--- src/rtl/lsu_pkg.sv ---
// Shared definitions for the load/store unit: RV32 funct3 codes, FSM states and
// the request legality check used at accept time.
package lsu_pkg;

    localparam logic [2:0] LB  = 3'b000;
    localparam logic [2:0] LH  = 3'b001;
    localparam logic [2:0] LW  = 3'b010;
    localparam logic [2:0] LBU = 3'b100;
    localparam logic [2:0] LHU = 3'b101;
    localparam logic [2:0] SB  = 3'b000;
    localparam logic [2:0] SH  = 3'b001;
    localparam logic [2:0] SW  = 3'b010;

    typedef enum logic [1:0] {
        IDLE,
        ACCESS,
        RESP
    } state_t;

    // Illegal funct3 for the direction, or an address not aligned to the access size.
    function automatic logic req_error(input logic [1:0] byte_off,
                                       input logic       wen,
                                       input logic [2:0] funct3);
        logic err;
        err = 1'b0;
        case (funct3)
            LB:      err = 1'b0;
            LH:      err = byte_off[0];
            LW:      err = (byte_off != 2'b00);
            LBU:     err = wen;
            LHU:     err = wen | byte_off[0];
            default: err = 1'b1;
        endcase
        return err;
    endfunction

endpackage

--- src/rtl/lsu_load_align.sv ---
// Load data alignment: moves the addressed byte/halfword of the RAM word down to
// bit 0 and sign- or zero-extends it according to funct3.
module lsu_load_align
    import lsu_pkg::*;
#(
    parameter int XLEN = 32
) (
    input  logic [XLEN-1:0] rdata,
    input  logic [1:0]      byte_off,
    input  logic [2:0]      funct3,
    output logic [XLEN-1:0] data
);

    logic [XLEN-1:0] shifted;

    always_comb begin
        shifted = rdata >> {byte_off, 3'b000};
        case (funct3)
            LB:      data = {{(XLEN-8){shifted[7]}}, shifted[7:0]};
            LH:      data = {{(XLEN-16){shifted[15]}}, shifted[15:0]};
            LW:      data = shifted;
            LBU:     data = {{(XLEN-8){1'b0}}, shifted[7:0]};
            LHU:     data = {{(XLEN-16){1'b0}}, shifted[15:0]};
            default: data = '0;
        endcase
    end

endmodule

--- src/rtl/lsu_dmem_ctrl.sv ---
// Load/store unit between EXU and the RAM data port: one request at a time,
// alignment checking, byte-lane stores and extended load results.
module lsu_dmem_ctrl
    import lsu_pkg::*;
#(
    parameter int MEM_LATENCY = 1,
    parameter int XLEN        = 32
) (
    input  logic            clk,
    input  logic            rst_n,
    input  logic            in_valid,
    output logic            in_ready,
    input  logic [XLEN-1:0] in_addr,
    input  logic [XLEN-1:0] in_wdata,
    input  logic            in_wen,
    input  logic [2:0]      in_funct3,
    output logic            out_valid,
    input  logic            out_ready,
    output logic [XLEN-1:0] out_rdata,
    output logic            out_err,
    output logic            dmem_valid,
    output logic [XLEN-1:0] dmem_addr,
    output logic [XLEN-1:0] dmem_wdata,
    output logic            dmem_wen,
    output logic [3:0]      dmem_wmask,
    input  logic [XLEN-1:0] dmem_rdata
);

    localparam int CNT_W = (MEM_LATENCY > 1) ? $clog2(MEM_LATENCY) : 1;

    state_t          state, state_nxt;
    logic [XLEN-1:0] req_addr;
    logic [XLEN-1:0] req_wdata;
    logic            req_wen;
    logic [2:0]      req_funct3;
    logic [CNT_W-1:0] cnt;
    logic            first;
    logic            in_err;
    logic [XLEN-1:0] load_data;
    logic [3:0]      store_mask;
    logic [XLEN-1:0] store_data;

    assign in_err = req_error(in_addr[1:0], in_wen, in_funct3);

    lsu_load_align #(.XLEN(XLEN)) u_load_align (
        .rdata    (dmem_rdata),
        .byte_off (req_addr[1:0]),
        .funct3   (req_funct3),
        .data     (load_data)
    );

    // Loads leave mask and data at zero so a load can never disturb the RAM.
    always_comb begin
        store_mask = '0;
        store_data = '0;
        if (req_wen) begin
            case (req_funct3)
                SB: begin
                    store_mask = 4'b0001 << req_addr[1:0];
                    store_data = {4{req_wdata[7:0]}};
                end
                SH: begin
                    store_mask = 4'b0011 << req_addr[1:0];
                    store_data = {2{req_wdata[15:0]}};
                end
                SW: begin
                    store_mask = 4'b1111;
                    store_data = req_wdata;
                end
                default: ;
            endcase
        end
    end

    // NOTE: every output of this block gets a default first, so no path can infer a latch.
    always_comb begin
        state_nxt  = state;
        in_ready   = 1'b0;
        out_valid  = 1'b0;
        dmem_valid = 1'b0;
        dmem_wen   = 1'b0;
        dmem_addr  = '0;
        dmem_wdata = '0;
        dmem_wmask = '0;
        case (state)
            IDLE: begin
                in_ready = 1'b1;
                if (in_valid) state_nxt = in_err ? RESP : ACCESS;
            end
            ACCESS: begin
                dmem_valid = 1'b1;
                // The RAM writes for as long as wen is high, so only the first cycle may write.
                dmem_wen   = req_wen & first;
                dmem_addr  = {req_addr[XLEN-1:2], 2'b00};
                dmem_wdata = store_data;
                dmem_wmask = store_mask;
                if (cnt == '0) state_nxt = RESP;
            end
            RESP: begin
                out_valid = 1'b1;
                if (out_ready) state_nxt = IDLE;
            end
            default: state_nxt = IDLE;
        endcase
    end

    // NOTE: state is updated with non-blocking assignments so every flop samples pre-edge values.
    always_ff @(posedge clk or negedge rst_n) begin
        if (!rst_n) begin
            state      <= IDLE;
            req_addr   <= '0;
            req_wdata  <= '0;
            req_wen    <= 1'b0;
            req_funct3 <= '0;
            cnt        <= '0;
            first      <= 1'b0;
            out_rdata  <= '0;
            out_err    <= 1'b0;
        end else begin
            state <= state_nxt;
            case (state)
                IDLE: begin
                    if (in_valid) begin
                        req_addr   <= in_addr;
                        req_wdata  <= in_wdata;
                        req_wen    <= in_wen;
                        req_funct3 <= in_funct3;
                        cnt        <= CNT_W'(MEM_LATENCY - 1);
                        first      <= 1'b1;
                        out_err    <= in_err;
                        out_rdata  <= '0;
                    end
                end
                ACCESS: begin
                    first <= 1'b0;
                    if (cnt == '0) out_rdata <= req_wen ? '0 : load_data;
                    else           cnt <= cnt - CNT_W'(1);
                end
                default: ;
            endcase
        end
    end

endmodule
--- config.mk ---
export PLATFORM = sky130hd
export DESIGN_NAME = lsu_dmem_ctrl
export DESIGN_NICKNAME = d
export VERILOG_FILES = /design/src/rtl/lsu_pkg.sv /design/src/rtl/lsu_load_align.sv /design/src/rtl/lsu_dmem_ctrl.sv
export SDC_FILE = /design/constraint.sdc
export NUM_CORES = 1
export LEC_CHECK = 0
export CAP_MARGIN = 20
export CORE_ASPECT_RATIO = 1.2
export CORE_UTILIZATION = 50
export CTS_CLUSTER_SIZE = 16
export DETAILED_ROUTE_END_ITERATION = 16
export DONT_BUFFER_PORTS = 1
export SYNTH_ARGS = -nofsm -noshare
export SYNTH_HDL_FRONTEND = slang
export SYNTH_HIERARCHICAL = 1
export SYNTH_SLANG_ARGS = --single-unit
export TNS_END_PERCENT = 30
--- constraint.sdc ---
create_clock -name clk -period 2.03 [get_ports clk]
set_clock_uncertainty 0.05 [all_clocks]
set_input_delay 0.406 -clock clk [delete_from_list [all_inputs] [get_ports clk]]
set_output_delay 0.406 -clock clk [all_outputs]
set_load 0.05 [all_outputs]
==> results.sh <==
export IMPL_path_clk_slew_ps=70
export IMPL_period_minus_slack_ps=2250
export IMPL_clk_path_buf_depth=2
export IMPL_rsz0062_at_grt="yes"
export IMPL_drt_total_wl_um=14200
export IMPL_muxShareOfSynthArea_pct=17.5
export IMPL_synth_most_common_cell="dfrtp_1"
export IMPL_crit_path_end_kind="primary output"
export IMPL_synth_xor_area_share_pct=0
export IMPL_synth_compound_area_share_pct=18.1
export IMPL_initial_core_util_pct=52.1
export IMPL_core_area_sq_um=10700
export IMPL_status="finished with violations"
export IMPL_power_frac_clock_pct=17.3
export IMPL_critPathArrivalTime_ps=1800
export IMPL_post_place_ws_ps=171
export IMPL_start_kind="flop"
export IMPL_dr_first_iter_drc_count=150
export IMPL_grt_ovfl_total=0
export IMPL_post_route_drc_count=13
export IMPL_synth_async_reset_ratio_pct=100
export IMPL_routabilityCongestion=0.902
export IMPL_slew_headroom_pct=64.9
export IMPL_placementRows=41
export IMPL_netlist_area_leader_share_pct=46.6
export IMPL_ys_warnings_count=6
export IMPL_avgSynthCellArea_sq_um=11.5
export IMPL_final_max_slew_viol_count=0
export IMPL_setup_viol=37
export IMPL_path_depth=5
export IMPL_drive_above_1_share_pct=45.4
export IMPL_dp_hpwl_um=10400
export IMPL_synth_adder_area_share_pct=0
export IMPL_maxCapViolCount=0
export IMPL_tritoncts="done"
export IMPL_wl_met2_um=7300
export IMPL_cp_num_buf_inv=2
export IMPL_synth_top_cell_by_area="dfrtp_1"
export IMPL_crit_chain="nand4bb_4 > a21o_1 > buf_12 > a21oi_1 > buf_4"
export IMPL_crit_required_ps=1570
export IMPL_firstDrtPassIters=10
export IMPL_synthFlopType="dfrtp_1"
export IMPL_clock_sinks=104
export IMPL_finalHoldViolCount=104
export IMPL_cp_top_family="buffers and inverters"
export IMPL_wire_per_inst_um=20.4
export IMPL_p_switching_uw=3810
export IMPL_combPwrFrac_pct=43.9
export IMPL_clk_latency_ps=340
export IMPL_maxUsedRoutingLayer="met5"
export IMPL_ys_ff_latch=104
export IMPL_synth_edf_count=0
export IMPL_synthTopCellsByArea="dfrtp_1 (47%), mux2_2 (14%), a22o_1 (6.3%)"
export IMPL_grt_max_degree=105
export IMPL_ff2ff_path_depth=7
export IMPL_switching_share_pct=40.0
export IMPL_fmax_mhz=444
export IMPL_finalNetCount=665
export IMPL_antenna_found_initial=1
export IMPL_synth_simple_area_share_pct=12.7
export IMPL_tightest_slew_ps=527
export IMPL_grtUsageTotal_pct=25.2
export IMPL_vias=4115
export IMPL_numCtsBuffers=9
export IMPL_wl_met1_um=5270
export IMPL_grt_pass1_vias=4403
export IMPL_die_area_sq_um=11600
export IMPL_placed_area_sq_um=7100
export IMPL_cp_max_fo=14
export IMPL_critPathMaxStageDelay_ps=390
export IMPL_htreeDepth=3
export IMPL_fillers=737
export IMPL_dr_wl_met3_um=1170
export IMPL_die_width_um=98.5
export IMPL_hold_path_class="primary input to asynchronous set/reset pin"
export IMPL_synthToLayoutAreaGrowth_pct=37.4
export IMPL_cts_root_buffer="clkbuf_16"
export IMPL_finalCritPeriodShare_pct=111
export IMPL_p_int_uw=5710
export IMPL_slowest_stage="dfrtp_1"
export IMPL_power_density_nw_per_um2=1240
export IMPL_setup_slack_ps=-225
export IMPL_synth_top_family_by_area="compound AO/OA/AOI/OAI gates"
export IMPL_fin_hold_ws_ps=-295
export IMPL_syn_inst=488
export IMPL_ir_drop_mv=0.663
export IMPL_die_y_um=118
export IMPL_final_cell_area_sq_um=7680
export IMPL_power_leakage_uw=0.00331
export IMPL_violations="design-rule violations, negative hold slack, negative setup slack"
export IMPL_path_class="flop to primary output"
export IMPL_yosys_top_cells_count="dfrtp_1 (104), mux2_2 (69), a22o_1 (40), and2_1 (38), nand2_1 (34)"
export IMPL_seqPwrFrac_pct=38.8
export IMPL_syn_cell_area_sq_um=5590
export IMPL_insertedDiodeCount=0
export IMPL_ant_nets=0
export IMPL_io_pins=209
export IMPL_yosysSeqAreaShare_pct=46.6
export IMPL_synthDistinctLibCells=47
export IMPL_grt_first_pass_wirelength_um=22800
export IMPL_vias_per_cell=5.92
export IMPL_io_buffer_count=0
## worst paths after layout
path                                      startpoint                        end  slack [ps]
max                        req_funct3[2]$_DFFE_PN0P_              dmem_wdata[9]        -220
min                                            rst_n    req_addr[3]$_DFFE_PN0P_        -290
max reg2reg                req_funct3[2]$_DFFE_PN0P_  out_rdata[26]$_DFFE_PN0P_         150
min reg2reg                 req_addr[29]$_DFFE_PN0P_   req_addr[29]$_DFFE_PN0P_         460
max in group asynchronous                      rst_n  req_wdata[20]$_DFFE_PN0P_        2070
min in group clk                        in_funct3[0]  req_funct3[0]$_DFFE_PN0P_         160
## worst register-to-register path, cell delays in order (launching register included)
cell and delay (ps):
dfrtp_1 390, buf_4 140, buf_4 150, nor2_2 190, nand3b_2 260, nor2_2 340
a21o_1 170, a22o_1 130
## power by group through the flow
stage          sequential [uW]  combinational [uW]  clock (uW)
2_1_floorplan             3590                3010           0
3_3_place_gp              3640                3890           0
3_5_place_dp              3690                3990           0
4_1_cts                   3690                4070        1700
5_1_grt                   3810                4510        1800
6_report                  3700                4180        1650
## cell type report
class                      count  area, sq um  share of cell area (%)
timing repair buffer          99         1610                    20.9
tap                          129          161                    2.10
inverter                       2         7.51                  0.0977
multi-input combinational    345         3010                    39.2
sequential                   104         2610                    33.9
clock buffer                  10          239                    3.11
clock inverter                 6         50.0                   0.652
## stage by stage
step	TNS (ps)	power [uW]	hold slack, ps	cells	utilization, %
6_report	-5030	9530	-295	695	71.6
5_1_grt	-8100	10100	-320	695	71.6
4_1_cts	-6010	9460	-313	692	70.4
3_5_place_dp	0	7680	62.3	676	66.2
3_3_place_gp	0	7540	62.7	676	66.2
2_1_floorplan	-1150	6600	60.4	489	-
## timing repair
item / CTS / global route
gates cloned: 0 / 1
pin swaps: 26 / 6
setup endpoints to repair: 67 / 68
gates resized for setup: 44 / 23
setup buffers: 0 / 2
hold endpoints to repair: 104 / 104
## state kept, by name, summed over array words and instances, names as in the netlist
signal      count
req_addr       32
out_err         1
req_wen         1
state           2
out_rdata      32
first           1
req_funct3      3
req_wdata      32
## routing by layer
metal  GRT usage, %  vias up
li1               -     1909
met1           28.5     2026
met2           43.2      145
met3           8.73       33
met4           10.1        2
met5              0        -
## cells by family after synthesis
| family | after synthesis |
|---|---|
| buffers and inverters | 40 |
| other | 1 |
| multiplexers | 89 |
| flip-flops | 104 |
| AO/OA/AOI/OAI | 133 |
| AND/OR/NAND/NOR | 121 |
## cell usage in the layout, fill, tap and decap left out, drive strengths merged, types with 2 or more instances in the layout
| master | netlist | final |
|---|---|---|
| a22o | 40 | 40 |
| o2bb2ai | 6 | 6 |
| nand2b | 10 | 10 |
| nor2b | 13 | 13 |
| nor3 | 2 | 2 |
| clkbuf | 7 | 10 |
| mux2 | 69 | 69 |
| a21o | 25 | 25 |
| a211oi | 14 | 14 |
| inv | 2 | 4 |
| nor3b | 4 | 4 |
| nand2 | 34 | 34 |
| a21oi | 19 | 19 |
| conb | 1 | 2 |
| a31oi | 2 | 2 |
| mux2i | 20 | 20 |
| clkinv | 0 | 2 |
| o21ai | 20 | 20 |
| dfrtp | 104 | 104 |
| clkinvlp | 0 | 2 |
| and2 | 39 | 39 |
| nand3b | 4 | 4 |
| nor2 | 9 | 9 |
| buf | 31 | 99 |
(Power assumes the default switching activity.)
